--- src/rtl/decode_stage_pipe.sv ---
// Decode stage: register file with write-through bypass, load-use hazard detection, ID/EX register.
// Latency 1 cycle to ID/EX; stall_d freezes upstream on load-use, hold_e freezes ID/EX, flush_e squashes it.
module decode_stage_pipe #(
  parameter int XLEN     = 32,
  parameter int NREGS    = 32,
  parameter int CTRL_W   = 8,
  parameter int LOAD_BIT = 1,
  localparam int AW      = $clog2(NREGS)
) (
  input  logic              clk,
  input  logic              rst,
  input  logic [31:0]       instr_d,
  input  logic [XLEN-1:0]   pc_d,
  input  logic [XLEN-1:0]   pc4_d,
  input  logic [XLEN-1:0]   imm_d,
  input  logic [CTRL_W-1:0] ctrl_d,
  input  logic              valid_d,
  input  logic              flush_e,
  input  logic              hold_e,
  input  logic              reg_write_w,
  input  logic [AW-1:0]     rd_w,
  input  logic [XLEN-1:0]   result_w,
  output logic              stall_d,
  output logic              valid_e,
  output logic [CTRL_W-1:0] ctrl_e,
  output logic [XLEN-1:0]   rd1_e,
  output logic [XLEN-1:0]   rd2_e,
  output logic [XLEN-1:0]   imm_e,
  output logic [XLEN-1:0]   pc_e,
  output logic [XLEN-1:0]   pc4_e,
  output logic [AW-1:0]     rd_e,
  output logic [AW-1:0]     rs1_e,
  output logic [AW-1:0]     rs2_e
);

  typedef struct packed {
    logic              valid;
    logic [CTRL_W-1:0] ctrl;
    logic [XLEN-1:0]   rd1;
    logic [XLEN-1:0]   rd2;
    logic [XLEN-1:0]   imm;
    logic [XLEN-1:0]   pc;
    logic [XLEN-1:0]   pc4;
    logic [AW-1:0]     rd;
    logic [AW-1:0]     rs1;
    logic [AW-1:0]     rs2;
  } idex_t;

  logic [AW-1:0]   rs1_d;
  logic [AW-1:0]   rs2_d;
  logic [AW-1:0]   rd_d;
  logic [XLEN-1:0] rd1_d;
  logic [XLEN-1:0] rd2_d;
  logic [XLEN-1:0] rf [NREGS];
  logic            wr_en;
  logic            hz;
  idex_t           idex_q;
  idex_t           idex_nxt;
  logic            unused_instr_bits;

  assign rs1_d = instr_d[15 +: AW];
  assign rs2_d = instr_d[20 +: AW];
  assign rd_d  = instr_d[7 +: AW];
  assign unused_instr_bits = ^instr_d;

  assign wr_en = reg_write_w && (rd_w != '0);

  // Entry 0 is never written, so it stays at its reset value of zero.
  always_ff @(posedge clk or negedge rst) begin
    if (!rst) begin
      for (int i = 0; i < NREGS; i++) begin
        rf[i] <= '0;
      end
    end else if (wr_en) begin
      rf[rd_w] <= result_w;
    end
  end

  always_comb begin
    rd1_d = rf[rs1_d];
    if (rs1_d == '0) begin
      rd1_d = '0;
    end else if (wr_en && (rd_w == rs1_d)) begin
      rd1_d = result_w;
    end
  end

  always_comb begin
    rd2_d = rf[rs2_d];
    if (rs2_d == '0) begin
      rd2_d = '0;
    end else if (wr_en && (rd_w == rs2_d)) begin
      rd2_d = result_w;
    end
  end

  // Evaluated against whatever ID/EX currently holds, including held contents.
  assign hz = idex_q.valid && idex_q.ctrl[LOAD_BIT] && (idex_q.rd != '0) && valid_d &&
              ((idex_q.rd == rs1_d) || (idex_q.rd == rs2_d));

  assign stall_d = hz && !flush_e;

  always_comb begin
    idex_nxt = idex_q;
    if (flush_e) begin
      idex_nxt = '0;
    end else if (hold_e) begin
      idex_nxt = idex_q;
    end else if (hz) begin
      idex_nxt = '0;
    end else begin
      idex_nxt.valid = valid_d;
      idex_nxt.ctrl  = ctrl_d;
      idex_nxt.rd1   = rd1_d;
      idex_nxt.rd2   = rd2_d;
      idex_nxt.imm   = imm_d;
      idex_nxt.pc    = pc_d;
      idex_nxt.pc4   = pc4_d;
      idex_nxt.rd    = rd_d;
      idex_nxt.rs1   = rs1_d;
      idex_nxt.rs2   = rs2_d;
    end
  end

  always_ff @(posedge clk or negedge rst) begin
    if (!rst) begin
      idex_q <= '0;
    end else begin
      idex_q <= idex_nxt;
    end
  end

  assign valid_e = idex_q.valid;
  assign ctrl_e  = idex_q.ctrl;
  assign rd1_e   = idex_q.rd1;
  assign rd2_e   = idex_q.rd2;
  assign imm_e   = idex_q.imm;
  assign pc_e    = idex_q.pc;
  assign pc4_e   = idex_q.pc4;
  assign rd_e    = idex_q.rd;
  assign rs1_e   = idex_q.rs1;
  assign rs2_e   = idex_q.rs2;

endmodule

--- config.mk ---
export PLATFORM = sky130hd
export DESIGN_NAME = decode_stage_pipe
export DESIGN_NICKNAME = d
export VERILOG_FILES = /design/src/rtl/decode_stage_pipe.sv
export SDC_FILE = /design/constraint.sdc
export NUM_CORES = 2
export LEC_CHECK = 0
export CAP_MARGIN = 20
export CORE_UTILIZATION = 55
export CTS_BUF_LIST = sky130_fd_sc_hd__clkbuf_4
export CTS_CLUSTER_SIZE = 28
export DETAILED_ROUTE_END_ITERATION = 7
export PLACE_DENSITY = 0.77
export SYNTH_ARGS = -nofsm -noshare
export SYNTH_HDL_FRONTEND = slang
export SYNTH_SLANG_ARGS = --single-unit
--- constraint.sdc ---
create_clock -name clk -period 2 [get_ports clk]
set_input_delay 0.2 -clock clk [delete_from_list [all_inputs] [get_ports clk]]
set_output_delay 0.2 -clock clk [all_outputs]
set_load 0.01 [all_outputs]
==> results by stage <==
Status:
- The run finished, with violations left.
- The final reports fail on setup timing.

Placement:
- After detailed placement, the design holds a cell count of 6422.
- Summing all placed instances gives a cell area of 71800 um^2.
- Timing analysis after detailed placement gives a worst setup slack of -617 ps.
- Routability-driven placement finished with a final weighted congestion of 0.937.
- During placement, the flow inserted port buffers numbering 346.
- The detailed placer's ending HPWL is 142 mm.

Yosys:
- In this run, synthesis inferred 0 flip-flops with an integrated enable.
- In this run the mean area of a mapped cell was 13.7 um^2.
- In the synthesized netlist the dominant register cell turns out to be dfrtp_1.
- The number of synthesized register bits is 1208.
- The cell area after technology mapping is 62300 um^2.
- The sequential cell area fraction in the yosys report is 0.485.
- Counting distinct cell types in the post-synthesis netlist gives 58.
- Of the post-synthesis cell area, the dominant cell type holds 0.485.
- The number of warnings printed during yosys synthesis is 0.
- The cell count after synthesis came out at 4542.
- The synthesized design spends more area on one cell type than any other, namely dfrtp_1.
- Sorting the synthesized cells by area gives the leading types as dfrtp_1 49%, mux2_1 16%, mux4_2 13%.
- Of all flip-flops after synthesis, the portion carrying an async set or reset was 1.00.
- The number of nets in the synthesized netlist is 4721.

Global route:
- Entering global routing, the biggest net connects 106 pins.
- After global routing the overflow that remains totals 0.
- The number of antenna violations at the first check in global routing is 6.
- The number of global-route vias before repair is 49700.
- The global-route wire length before repair is 324 mm.
- The overall fraction of global-route tracks in use is 0.381.

Finish:
- In the final design database the tool counted 5724 nets.
- The multi-input combinational cells in the finished layout cover a total of 30100 um^2.
- The count of placed standard cells in the final layout, fillers left out is 7240.
- Leaving out fill and tap cells, the most frequent cell in the layout is dfrtp_1.
- The finished cells cover 78300 um^2.
- The share of cells above drive strength 1 is 0.339.
- In the layout the commonest cells are 1185 x dfrtp_1, 863 x mux2_1, 461 x buf_4.
- In the final layout, flip-flops and latches occupy 30300 um^2.
- From synthesis to final layout, the design area changed by 25.7%.
- For this run, the share of the core covered by cells in the final layout is 0.697.
- The layout has 7525 filler cells.

Setup path:
- The category of the worst setup path capture point is a primary output.
- The cell family with the largest share of critical-path delay is flip-flops.
- The critical path data arrival time is 2530 ps.
- The critical path goes through buf_6 -> xnor2_2 -> nand3_1 -> o22ai_2 -> nand2_2 -> nor2_1 -> buf_2.
- For the worst setup path, the data required time is 1800 ps.
- The largest single stage delay on the critical path is 410 ps.
- The worst setup path is of the flip-flop to primary output kind.
- The library cell contributing the largest single delay on the critical path is dfrtp_1.
- The worst-path maximum fanout is 2.
- The number of buffers and inverters on the critical path is 2.
- The worst setup path is launched from a flip-flop.

Clock tree:
- TritonCTS built the clock tree.
- The clock latency reported for the late side of the worst-skew pair is 1270 ps.
- Clock tree synthesis inserted a total of 331 buffers.
- The H-tree was split into 5 levels.
- The number of buffers between clock root and the deepest sink is 4.
- The clock edge transition at the registers on the reported setup and hold paths is 70 ps.
- The clock tree root driver cell is clkbuf_4.
- The tree built by TritonCTS fans out to 1208 sinks.

Routing:
- The ratio of routed vias to standard cells is 6.74.
- The detail-routed net length per standard cell is 30.6 um.
- The final antenna-violating net count is 0.
- The number of search-and-repair iterations in the first detailed-routing pass is 6.
- The total wire length after detailed routing is 222 mm.
- The via count of the routed design is 48800.
- The remaining routing DRC violations is 0.
- In this run, the number of DRC markers left after iteration 0 of detailed routing was 5636.

Pwr:
- Of the total power, combinational logic draws 0.211.
- For this design the ratio of total power to cell area is 868 nW/um^2.
- The internal power of the cells totals 48.0 mW.
- The design draws 67.9 mW.
- The worst IR drop on VDD is 614 uV.
- In this run the power spent charging and discharging nets is 19.9 mW.
- The switching part of the total is 0.293.
- For this design the static power due to leakage is 36.2 nW.
- The fraction of power consumed by the clock network is 0.319.
- The part of the total power dissipated in sequential elements is 0.470.

Job:
- The count of max-cap constraint violations is 0.

Die:
- During I/O placement, the number of pins put on the boundary was 364.
- The vertical extent of the die is 339 um.
- Measured along the x axis, the die boundary spans 339 um.
- The initialized floorplan defines 123 standard-cell rows.
- In this run the standard cell core region covers 112000 um^2.
- The initial core utilization is 0.554.
- The floorplan die area is 115000 um^2.

Min path:
- The path type of the worst min-delay path is input pin to flip-flop.

Timing:
- Clock skew on the completed layout was measured at 104 ps.
- The minimum setup slack in the final design is -734 ps.
- The final max-slew violation count is 0.
- Of the available clock period, the critical path in the final layout requires 1.37.
- The total negative slack is -13710 ps.
- The final count of hold timing violations is 0.
- The worst path in the final design needs a cycle of 2730 ps, including I/O delays and setup.
- Setup repair after global routing could not meet its margin everywhere.
- The worst slew slack as a fraction of its limit is 0.462.
- Setup violations remaining at the end of the flow were counted as 159.
- Final hold analysis gives a worst-case slack of 80.3 ps.
- The upper clock frequency limit is 0.366 GHz.
- At the pin with the least slew margin, the transition time is 805 ps.
## per-layer routing
layer / up-vias / global-route usage / wire length, um
met3: 888 / 0.113 / 26000
met1: 25000 / 0.500 / 82200
met4: 4 / 0.221 / 14900
li1: 19400 / - / -
met2: 3460 / 0.565 / 98700
met5: - / 0 / 27
## synthesized netlist by cell type (12+ instances only)
library cell,number
a211oi_1,25
mux2_1,863
and2_1,34
a21boi_0,12
nor2_1,51
o221ai_1,32
a21oi_1,115
nand2_1,318
a221oi_1,36
buf_4,25
o21ai_1,13
o2111ai_1,23
a22o_1,120
mux2_2,148
clkbuf_1,302
o21ai_0,28
a22oi_1,59
buf_6,29
xnor2_1,16
a221o_1,35
buf_1,61
mux4_2,365
or3_1,12
nor2b_1,16
o22ai_1,43
o211ai_1,58
mux2i_1,298
a2bb2oi_1,25
nand3_1,29
dfrtp_1,1208
buf_2,85
## final cells by class
class / count / share of cell area
Inverter: 2 / 0.000128
Timing Repair Buffer: 1173 / 0.156
Tap cell: 1500 / 0.0240
Clock inverter: 62 / 0.00546
Clock buffer: 457 / 0.0438
Antenna cell: 9 / 0.000288
Multi-Input combinational cell: 2829 / 0.384
Sequential cell: 1208 / 0.386
## repair_timing
item | in CTS | in global routing
gates resized for setup | 880 | 55
endpoints found under the setup margin | 365 | 365
hold endpoints to repair | 2381 | 0
setup buffers | 73 | 53
cloned | 1 | 8
pin swaps | 90 | 38
hold buffers | 160 | 0
## power groups by stage
stage                     clock network (mW)  logic (mW)  registers (mW)
after CTS                               21.9        14.0            31.7
final                                   21.7        14.3            31.9
after floorplan                            0        8.91            31.0
after global placement                     0        13.1            31.8
after global routing                    23.3        15.2            32.3
after detailed placement                   0        13.6            32.1
## worst paths after layout
check	startpoint	end	slack, ps	cells after the start
max in group asynchronous	rst	rd1_e[8]$_DFFE_PN0P_	370	5
setup reg to reg	rd_e[4]$_DFFE_PN0P_	rd2_e[16]$_DFFE_PN0P_	-200	9
hold / removal	instr_d[20]	rd2_e[7]$_DFFE_PN0P_	80	7
setup / recovery	rd_e[4]$_DFFE_PN0P_	stall_d	-730	7
hold reg to reg	rf[1010]$_DFFE_PN0P_	rf[1010]$_DFFE_PN0P_	390	0
min in group asynchronous	rst	rd_e[3]$_DFFE_PN0P_	650	4
## sequential cells by signal, summed over array words and instances (netlist names)
signal	count
rd2_e	32
imm_e	32
pc_e	32
rf	1024
rs2_e	5
rd1_e	32
rs1_e	5
valid_e	1
rd_e	5
pc4_e	32
ctrl_e	8
## worst reg2reg max path: stages, from the launching register on
cell	delay [ps]
dfrtp_1	410
buf_6	140
xnor2_2	120
nand3_1	100
o22ai_2	190
buf_4	180
a21oi_4	70
and2_4	230
buf_12	190
a221o_1	360
## logic make-up (layout without fill, tap and decap cells)
| kind of cell | count (synthesis) | in the layout | share of synthesized area |
|---|---|---|---|
| compound gates | 648 | 648 | 0.0779 |
| xor+xnor | 20 | 20 | 0.00281 |
| buf+inv | 505 | 1694 | 0.0373 |
| flops | 1208 | 1208 | 0.485 |
| mux | 1674 | 1674 | 0.363 |
| other cells | 0 | 9 | 0 |
| simple gates | 487 | 487 | 0.0338 |
No activity file was read; power rests on OpenSTA's default activity.
